<file path="src/rtl/counter_12_wrap_mon.sv">
// Wrap monitor for the mod-12 counter: counts MOD-1 -> 0 wraps, queues events, flags bad values.
// Optional STEP_CHECK_EN macro adds illegal-step and moved-while-disabled checks to range_err.
module counter_12_wrap_mon #(
    parameter int MOD       = 12,
    parameter int WRAP_W    = 8,
    parameter int EVT_DEPTH = 4
) (
    input  logic              clk,
    input  logic              rst,
    input  logic [3:0]        cnt_in,
    input  logic              cnt_valid,
    output logic [WRAP_W-1:0] wrap_cnt,
    output logic              wrap_pulse,
    output logic              evt_valid,
    input  logic              evt_ready,
    output logic [WRAP_W-1:0] evt_data,
    output logic              evt_ovf,
    output logic              range_err,
    input  logic              clr_err
);

    localparam int AW = (EVT_DEPTH > 1) ? $clog2(EVT_DEPTH) : 1;
    localparam logic [3:0]        CNT_MAX = 4'(MOD - 1);
    localparam logic [3:0]        ONE_C   = 4'd1;
    localparam logic [AW-1:0]     ONE_P   = AW'(1);
    localparam logic [AW:0]       ONE_O   = (AW + 1)'(1);
    localparam logic [AW:0]       DEPTH_O = (AW + 1)'(EVT_DEPTH);
    localparam logic [WRAP_W-1:0] ONE_W   = WRAP_W'(1);

    logic [3:0]        prev_cnt_q, prev_cnt_d;
    logic              prev_en_q, prev_en_d;
    logic [WRAP_W-1:0] wrap_cnt_q, wrap_cnt_d;
    logic              wrap_pulse_q, wrap_pulse_d;
    logic [WRAP_W-1:0] mem_q [EVT_DEPTH];
    logic [WRAP_W-1:0] mem_d [EVT_DEPTH];
    logic [AW-1:0]     wr_ptr_q, wr_ptr_d;
    logic [AW-1:0]     rd_ptr_q, rd_ptr_d;
    logic [AW:0]       occ_q, occ_d;
    logic              evt_ovf_q, evt_ovf_d;
    logic              range_err_q, range_err_d;

    logic              det;
    logic              empty;
    logic              full;
    logic              pop;
    logic              push;
    logic              range_set;
    logic [WRAP_W-1:0] wrap_nxt;

`ifdef STEP_CHECK_EN
    logic [3:0] step_nxt;
`else
    logic       unused_en;
    assign unused_en = prev_en_q;
`endif

    always_comb begin
        det       = (prev_cnt_q == CNT_MAX) && (cnt_in == '0);
        empty     = (occ_q == '0);
        full      = (occ_q == DEPTH_O);
        pop       = !empty && evt_ready;
        // A pop in the same cycle frees the slot, so a full FIFO can still take the push.
        push      = det && (!full || pop);
        wrap_nxt  = wrap_cnt_q + ONE_W;
        range_set = (cnt_in > CNT_MAX);
`ifdef STEP_CHECK_EN
        step_nxt  = (prev_cnt_q == CNT_MAX) ? 4'd0 : prev_cnt_q + ONE_C;
        if ((cnt_in != prev_cnt_q) && (!prev_en_q || (cnt_in != step_nxt)))
            range_set = 1'b1;
`endif

        prev_cnt_d   = cnt_in;
        prev_en_d    = cnt_valid;
        wrap_cnt_d   = det ? wrap_nxt : wrap_cnt_q;
        wrap_pulse_d = det;
        mem_d        = mem_q;
        wr_ptr_d     = wr_ptr_q;
        rd_ptr_d     = rd_ptr_q;
        occ_d        = occ_q;

        if (push) begin
            mem_d[wr_ptr_q] = wrap_nxt;
            wr_ptr_d        = wr_ptr_q + ONE_P;
        end
        if (pop)
            rd_ptr_d = rd_ptr_q + ONE_P;
        unique case ({push, pop})
            2'b10:   occ_d = occ_q + ONE_O;
            2'b01:   occ_d = occ_q - ONE_O;
            default: occ_d = occ_q;
        endcase

        evt_ovf_d   = (det && full && !pop) || (evt_ovf_q && !clr_err);
        range_err_d = range_set || (range_err_q && !clr_err);
    end

    always_ff @(posedge clk or posedge rst) begin
        if (rst) begin
            prev_cnt_q   <= '0;
            prev_en_q    <= 1'b0;
            wrap_cnt_q   <= '0;
            wrap_pulse_q <= 1'b0;
            for (int i = 0; i < EVT_DEPTH; i++)
                mem_q[i] <= '0;
            wr_ptr_q     <= '0;
            rd_ptr_q     <= '0;
            occ_q        <= '0;
            evt_ovf_q    <= 1'b0;
            range_err_q  <= 1'b0;
        end else begin
            prev_cnt_q   <= prev_cnt_d;
            prev_en_q    <= prev_en_d;
            wrap_cnt_q   <= wrap_cnt_d;
            wrap_pulse_q <= wrap_pulse_d;
            mem_q        <= mem_d;
            wr_ptr_q     <= wr_ptr_d;
            rd_ptr_q     <= rd_ptr_d;
            occ_q        <= occ_d;
            evt_ovf_q    <= evt_ovf_d;
            range_err_q  <= range_err_d;
        end
    end

    assign wrap_cnt   = wrap_cnt_q;
    assign wrap_pulse = wrap_pulse_q;
    assign evt_valid  = !empty;
    assign evt_data   = empty ? '0 : mem_q[rd_ptr_q];
    assign evt_ovf    = evt_ovf_q;
    assign range_err  = range_err_q;

endmodule

</file>
<file path="config.mk">
export PLATFORM = sky130hd
export DESIGN_NAME = counter_12_wrap_mon
export DESIGN_NICKNAME = d
export VERILOG_FILES = /design/src/rtl/counter_12_wrap_mon.sv
export SDC_FILE = /design/constraint.sdc
export NUM_CORES = 1
export LEC_CHECK = 0
export BUFFER_PORTS_ARGS = -buffer_cell sky130_fd_sc_hd__buf_2
export CAP_MARGIN = 10
export CORE_UTILIZATION = 62
export CTS_CLUSTER_DIAMETER = 150
export DETAILED_ROUTE_END_ITERATION = 12
export GPL_ROUTABILITY_DRIVEN = 0
export PLACE_DENSITY = 0.82
export SLEW_MARGIN = 0
export SYNTH_ARGS = -nofsm -noshare
export SYNTH_HDL_FRONTEND = slang
export SYNTH_SLANG_ARGS = --single-unit
</file>
<file path="constraint.sdc">
create_clock -name clk -period 7.2 [get_ports clk]
set_clock_uncertainty 0.2 [all_clocks]
set_input_delay 1.44 -clock clk [delete_from_list [all_inputs] [get_ports clk]]
set_output_delay 1.44 -clock clk [all_outputs]
set_load 0.02 [all_outputs]
</file>
# Word level (Yosys, flattened, before mapping)
# Index checks and enable logic that the tools add are counted.
[op_classes]
n_addsub = 5
n_reduce_logical = 18
eq_ne = 4
order_cmp = 4
bitwise_logic = 2
mux = 8
[ops]
columns = ["operator", "count"]
rows = [
  ["bitwise mux 32 bit", 1],
  ["2-to-1 mux 8 bit", 4],
  ["binary-select mux 8 bit (select 2 bit)", 1],
  ["demux 8 bit (select 2 bit)", 1],
  ["adder 8 x 1 -> 8 bit, second input constant", 1],
  ["logical AND 1 bit", 8],
  [">= comparator 3 bit, second input constant", 2],
  ["inverter 2 -> 3 bit", 2],
  ["case mux 3 bit (2 select lines)", 1],
  ["adder 2 x 1 -> 2 bit, second input constant", 2],
  ["== test 4 bit, second input constant", 1],
  ["> comparator 4 bit, second input constant", 1],
  ["logical NOT 1 bit", 4],
  ["logical NOT 4 bit", 1],
  ["adder 3 x 1 -> 3 bit, second input constant", 1],
  ["== test 3 bit, second input constant", 1],
  ["logical NOT 3 bit", 1],
  ["logical OR 1 bit", 3],
  ["< comparator 3 x 1 -> 1 bit, second input constant", 1],
  ["subtractor 3 x 1 -> 3 bit, second input constant", 1],
  ["== test 2 x 1 -> 1 bit, second input constant", 1],
  ["== test 2 bit, second input constant", 1],
  ["nonzero test 2 bit", 1],
]
[totals]
output_inout_bits = 20
inputBits = 9
register_bits = 54

# Logic depth before layout (Yosys ltp)
[depth]
depth_word = 7
ltp_mapped = 9
mapped_depth_nobuf = 7

# Least setup slack after synthesis
# No wires, ideal clock.
[synth_timing]
path_kind = "input -> register"
start = "input cnt_in[1]"
end = "register occ_q[1]"
t_arrival_ns = 3.179
slack_ns = 3.727
cell_stages = 8
path_buffers = 1
path_cell_list = "nor4_4 > nand2_1 > buf_2 > nand2_1 > fa_1 > a41oi_1 > o21ai_1 > a221oi_2"
[synth_via]
elab_chain_len = 5
word_cells_on_any_way = 7
[synth_rtl]
columns = ["item", "line_no", "text"]
rows = [
  ["start: declaration", "10", "input logic [3:0] cnt_in,"],
  ["logical NOT 4 bit (*)", "58", "det = (prev_cnt_q == CNT_MAX) && (cnt_in == '0);"],
  ["logical AND 1 bit (*)", "58", ""],
  ["logical AND 1 bit (*)", "63", "push = det && (!full || pop);"],
  ["== test 2 x 1 -> 1 bit or == test 2 bit (tied branches)", "87", "unique case ({push, pop})"],
  ["case mux 3 bit (2 select lines) or nonzero test 2 bit (tied branches)", "--", ""],
  ["end signal: assignment", "107", "occ_q <= '0;"],
  ["end signal: assignment", "118", "occ_q <= occ_d;"],
  ["end: declaration", "38", "logic [AW:0] occ_q, occ_d;"],
]
# Mark *: on every way between the ends. The rest lies on a longest branch, timed or not.
# A chain may end at the register's enable or synchronous reset.

# Worst setup path in the final report
# Ends and elaborated chain as after synthesis.

==> report_table.html <==
<table>
<tr><th>Metric</th><th>Value</th></tr>
<tr><th colspan="2">Status</th></tr>
<tr><td>Status</td><td>finished, final reports clean</td></tr>
<tr><th colspan="2">Power</th></tr>
<tr><td>Worst-case vdd ir drop</td><td>206 uV</td></tr>
<tr><td>Power Density</td><td>260 nW/um^2</td></tr>
<tr><td>Reported leakage power</td><td>1.35 nW</td></tr>
<tr><th colspan="2">GRT</th></tr>
<tr><td>Number of global-route vias before repair</td><td>1573</td></tr>
<tr><td>Antenna violations before repair</td><td>0</td></tr>
<tr><td>Total track usage</td><td>24.4%</td></tr>
<tr><td>Congestion Overflow GR</td><td>0</td></tr>
<tr><td>First-pass GRT wire length</td><td>7.66 mm</td></tr>
<tr><td>Pin count of the biggest net entering global routing</td><td>55</td></tr>
<tr><th colspan="2">Run</th></tr>
<tr><td>Max-cap check violation count</td><td>0</td></tr>
<tr><th colspan="2">Floorplan</th></tr>
<tr><td>Die outline height</td><td>66.0 microns</td></tr>
<tr><td>Width of the die</td><td>66.0 microns</td></tr>
<tr><td>Number of top-level pins</td><td>29</td></tr>
<tr><td>Full die area</td><td>4350 sq um</td></tr>
<tr><td>Initial core utilization</td><td>66.8%</td></tr>
<tr><td>Placeable Area</td><td>3800 sq um</td></tr>
<tr><td>Row count</td><td>22</td></tr>
<tr><th colspan="2">Critical path</th></tr>
<tr><td>Worst path required time</td><td>7.21 ns</td></tr>
<tr><td>Type of the worst setup path</td><td>in -&gt; reg</td></tr>
<tr><td>CP Max Fanout</td><td>11</td></tr>
<tr><td>Element type at the critical path start</td><td>primary input</td></tr>
<tr><td>Worst path arrival time</td><td>3.68 ns</td></tr>
<tr><td>CP Capture Type</td><td>flop</td></tr>
<tr><th colspan="2">STA</th></tr>
<tr><td>Setup WS post-layout</td><td>3.53 ns</td></tr>
<tr><td>Finish-stage setup viols</td><td>0</td></tr>
<tr><td>Unrepaired setup endpoints after global routing</td><td>false</td></tr>
<tr><td>Final period utilization</td><td>51.0%</td></tr>
<tr><td>Clock period minus worst slack</td><td>3.67 ns</td></tr>
<tr><td>Max transition margin</td><td>27.0%</td></tr>
<tr><td>Number of hold violations in the final report</td><td>0</td></tr>
<tr><td>Maximum clock frequency</td><td>273 MHz</td></tr>
<tr><td>Transition time at the pin with the least slew margin</td><td>1.09 ns</td></tr>
<tr><td>Fin. max-slew vios</td><td>0</td></tr>
<tr><td>Final sum of negative setup slack</td><td>0 ns</td></tr>
<tr><th colspan="2">Clocking</th></tr>
<tr><td>Sink Count</td><td>54</td></tr>
<tr><td>Post-CTS Hold Buffers</td><td>0</td></tr>
<tr><td>Bufs on Longest Clock Path</td><td>2</td></tr>
<tr><td>Later-pin clock latency in the skew report</td><td>0.30 ns</td></tr>
<tr><td>Number of levels in the clock H-tree</td><td>2</td></tr>
<tr><td>Library cell used as clock root buffer</td><td>sky130_fd_sc_hd__clkbuf_8</td></tr>
<tr><td>Number of buffers added for setup after CTS</td><td>0</td></tr>
<tr><td>Clock transition at the registers of the reported paths</td><td>0.09 ns</td></tr>
<tr><td>Total CTS buffers</td><td>5</td></tr>
<tr><td>CTS-repair resized insts</td><td>0</td></tr>
<tr><td>TritonCTS clock tree</td><td>built</td></tr>
<tr><th colspan="2">Routing</th></tr>
<tr><td>TritonRoute pass-1 iters</td><td>4</td></tr>
<tr><td>DRT antenna net count</td><td>0</td></tr>
<tr><td>Overall via count from detail_route</td><td>1691</td></tr>
<tr><td>Number of DRC markers in iteration 0</td><td>136</td></tr>
<tr><td>Post-DR wirelength/cell</td><td>15.4 microns</td></tr>
<tr><td>Number of DRC violations after detailed routing</td><td>0</td></tr>
<tr><td>Routed via count divided by cell count</td><td>5.71</td></tr>
<tr><td>Wire length reported by the detailed router</td><td>4.56 mm</td></tr>
<tr><th colspan="2">Cells and area</th></tr>
<tr><td>Share of post-route cells with drive strength above 1</td><td>22.2%</td></tr>
<tr><td>Leading cell types in the layout, fill and taps excluded</td><td>54 x sky130_fd_sc_hd__dfrtp_1, 41 x sky130_fd_sc_hd__nand2_1, 27 x sky130_fd_sc_hd__buf_2, 16 x sky130_fd_sc_hd__o21ai_0, 15 x sky130_fd_sc_hd__o21ai_1</td></tr>
<tr><td>Number of diodes</td><td>0</td></tr>
<tr><td>Area added between synthesis and finish</td><td>9.13%</td></tr>
<tr><td>Number of filler cells placed in the layout</td><td>266</td></tr>
<tr><td>Post-route insts no fill</td><td>296</td></tr>
<tr><td>Most common cell after layout, fill and taps aside</td><td>sky130_fd_sc_hd__dfrtp_1</td></tr>
<tr><td>Final nets</td><td>262</td></tr>
<tr><th colspan="2">Synth</th></tr>
<tr><td>Cell count after synthesis</td><td>226</td></tr>
<tr><td>Synth async-reset ratio</td><td>100%</td></tr>
<tr><td>Flops &amp; latches, synth</td><td>54</td></tr>
<tr><td>Total nets after synthesis</td><td>241</td></tr>
<tr><td>Most frequently used flop master after synthesis</td><td>sky130_fd_sc_hd__dfrtp_1</td></tr>
<tr><td>Yosys warnings</td><td>0</td></tr>
<tr><td>Summed instance area of the synthesized netlist</td><td>2540 sq um</td></tr>
<tr><td>Sequential fraction of the synthesis area</td><td>53.3%</td></tr>
<tr><td>Number of synthesized flops with an enable pin</td><td>0</td></tr>
<tr><td>Synth cell types</td><td>35</td></tr>
<tr><td>Mean Syn Cell Area</td><td>11.2 sq um</td></tr>
<tr><th colspan="2">Placed design</th></tr>
<tr><td>Dpl ws</td><td>3.25 ns</td></tr>
<tr><td>HPWL after detailed placement</td><td>3.08 mm</td></tr>
<tr><td># port buffers</td><td>27</td></tr>
<tr><td>Placed Cells</td><td>288</td></tr>
<tr><th colspan="2">Min path</th></tr>
<tr><td>Tightest Hold Check Type</td><td>reg -&gt; reg</td></tr>
</table>
## worst paths after layout
kind,from,to,slack [ns],cells after the start
max,cnt_in[1],occ_q[1]$_DFFE_PP0P_,3.53,8
min,mem_q[2]$_DFFE_PP0P_,mem_q[2]$_DFFE_PP0P_,0.28,2
max reg2reg,occ_q[0]$_DFFE_PP0P_,occ_q[1]$_DFFE_PP0P_,4.47,7
min reg2reg,mem_q[2]$_DFFE_PP0P_,mem_q[2]$_DFFE_PP0P_,0.28,2
max in group asynchronous,rst,wr_ptr_q[0]$_DFFE_PP0P_,4.92,2
min in group asynchronous,rst,mem_q[30]$_DFFE_PP0P_,1.21,2
## logic make-up after synthesis
group / after synthesis / share of synthesized area, %
flops: 54 / 53.3
xor+xnor: 17 / 5.87
simple gates: 74 / 15.2
buf+inv: 21 / 3.95
fa+ha+maj: 6 / 3.26
compound gates: 41 / 9.13
mux: 13 / 9.32
## report_power, final
group          internal (mW)  total, mW  switching, mW  leakage, nW
registers              0.322      0.364         0.0419        0.735
clock network          0.104      0.195         0.0912       0.0524
logic                 0.0696      0.159         0.0897        0.562
## flip-flops by register name (all words and copies together) (netlist names)
signal	count
occ_q	3
rd_ptr_q	2
range_err	1
mem_q	32
wr_ptr_q	2
evt_ovf	1
wrap_pulse	1
prev_cnt_q	4
wrap_cnt	8
## through the flow
stage / total power [mW] / hold WS [ns] / instance area, sq um / util, %
final: 0.719 / 0.283 / 2770 / 72.9
after global routing: 0.754 / 0.308 / 2770 / 72.9
after CTS: 0.724 / 0.286 / 2770 / 72.9
after detailed placement: 0.529 / 0.265 / 2660 / 70.1
after global placement: 0.521 / 0.256 / 2660 / 70.1
after floorplan: 0.491 / 0.245 / 2540 / -
## critical path, cell delays in order
cell,delay [ns]
sky130_fd_sc_hd__buf_2,0.12
sky130_fd_sc_hd__nor4_4,0.56
sky130_fd_sc_hd__nand2_1,0.41
sky130_fd_sc_hd__nand2_1,0.18
sky130_fd_sc_hd__fa_1,0.45
sky130_fd_sc_hd__a41oi_1,0.19
sky130_fd_sc_hd__o21ai_1,0.11
sky130_fd_sc_hd__a221oi_2,0.22
## area by class of cell
| type | count | area [sq um] | area share, % |
|---|---|---|---|
| Clock inverter | 1 | 30.0 | 1.08 |
| Timing Repair Buffer | 27 | 135 | 4.88 |
| Multi-Input combinational cell | 151 | 1080 | 39.2 |
| Inverter | 8 | 30.0 | 1.08 |
| Tap cell | 48 | 60.1 | 2.17 |
| Sequential cell | 54 | 1350 | 48.8 |
| Clock buffer | 7 | 76.3 | 2.76 |
## synthesized netlist by cell type (4+ instances only)
| cell | number | area (sq um) |
|---|---|---|
| sky130_fd_sc_hd__mux2_2 | 5 | 56.3 |
| sky130_fd_sc_hd__xnor2_1 | 8 | 70.1 |
| sky130_fd_sc_hd__buf_4 | 4 | 30.0 |
| sky130_fd_sc_hd__o21ai_0 | 16 | 80.1 |
| sky130_fd_sc_hd__nand2_1 | 41 | 154 |
| sky130_fd_sc_hd__buf_2 | 5 | 25.0 |
| sky130_fd_sc_hd__o21ai_1 | 15 | 75.1 |
| sky130_fd_sc_hd__dfrtp_1 | 54 | 1350 |
| sky130_fd_sc_hd__nand3_1 | 4 | 20.0 |
| sky130_fd_sc_hd__inv_1 | 8 | 30.0 |
| sky130_fd_sc_hd__mux4_2 | 8 | 180 |
| sky130_fd_sc_hd__xor2_1 | 9 | 78.8 |
| sky130_fd_sc_hd__nand4_2 | 4 | 50.1 |
| sky130_fd_sc_hd__ha_1 | 5 | 62.6 |
| sky130_fd_sc_hd__and2_1 | 8 | 50.1 |
| sky130_fd_sc_hd__nor2_1 | 6 | 22.5 |
## routing by layer
layer / GRT usage [%] / vias up / routed length [microns] / share of wire (%)
li1: - / 809 / - / -
met1: 34.0 / 826 / 2130 / 47
met2: 38.4 / 49 / 2170 / 48
met3: 3.62 / 7 / 184 / 4.0
met4: 10.4 / 0 / 77 / 1.7
met5: 0 / - / 0 / 0
(Power assumes the default switching activity.)
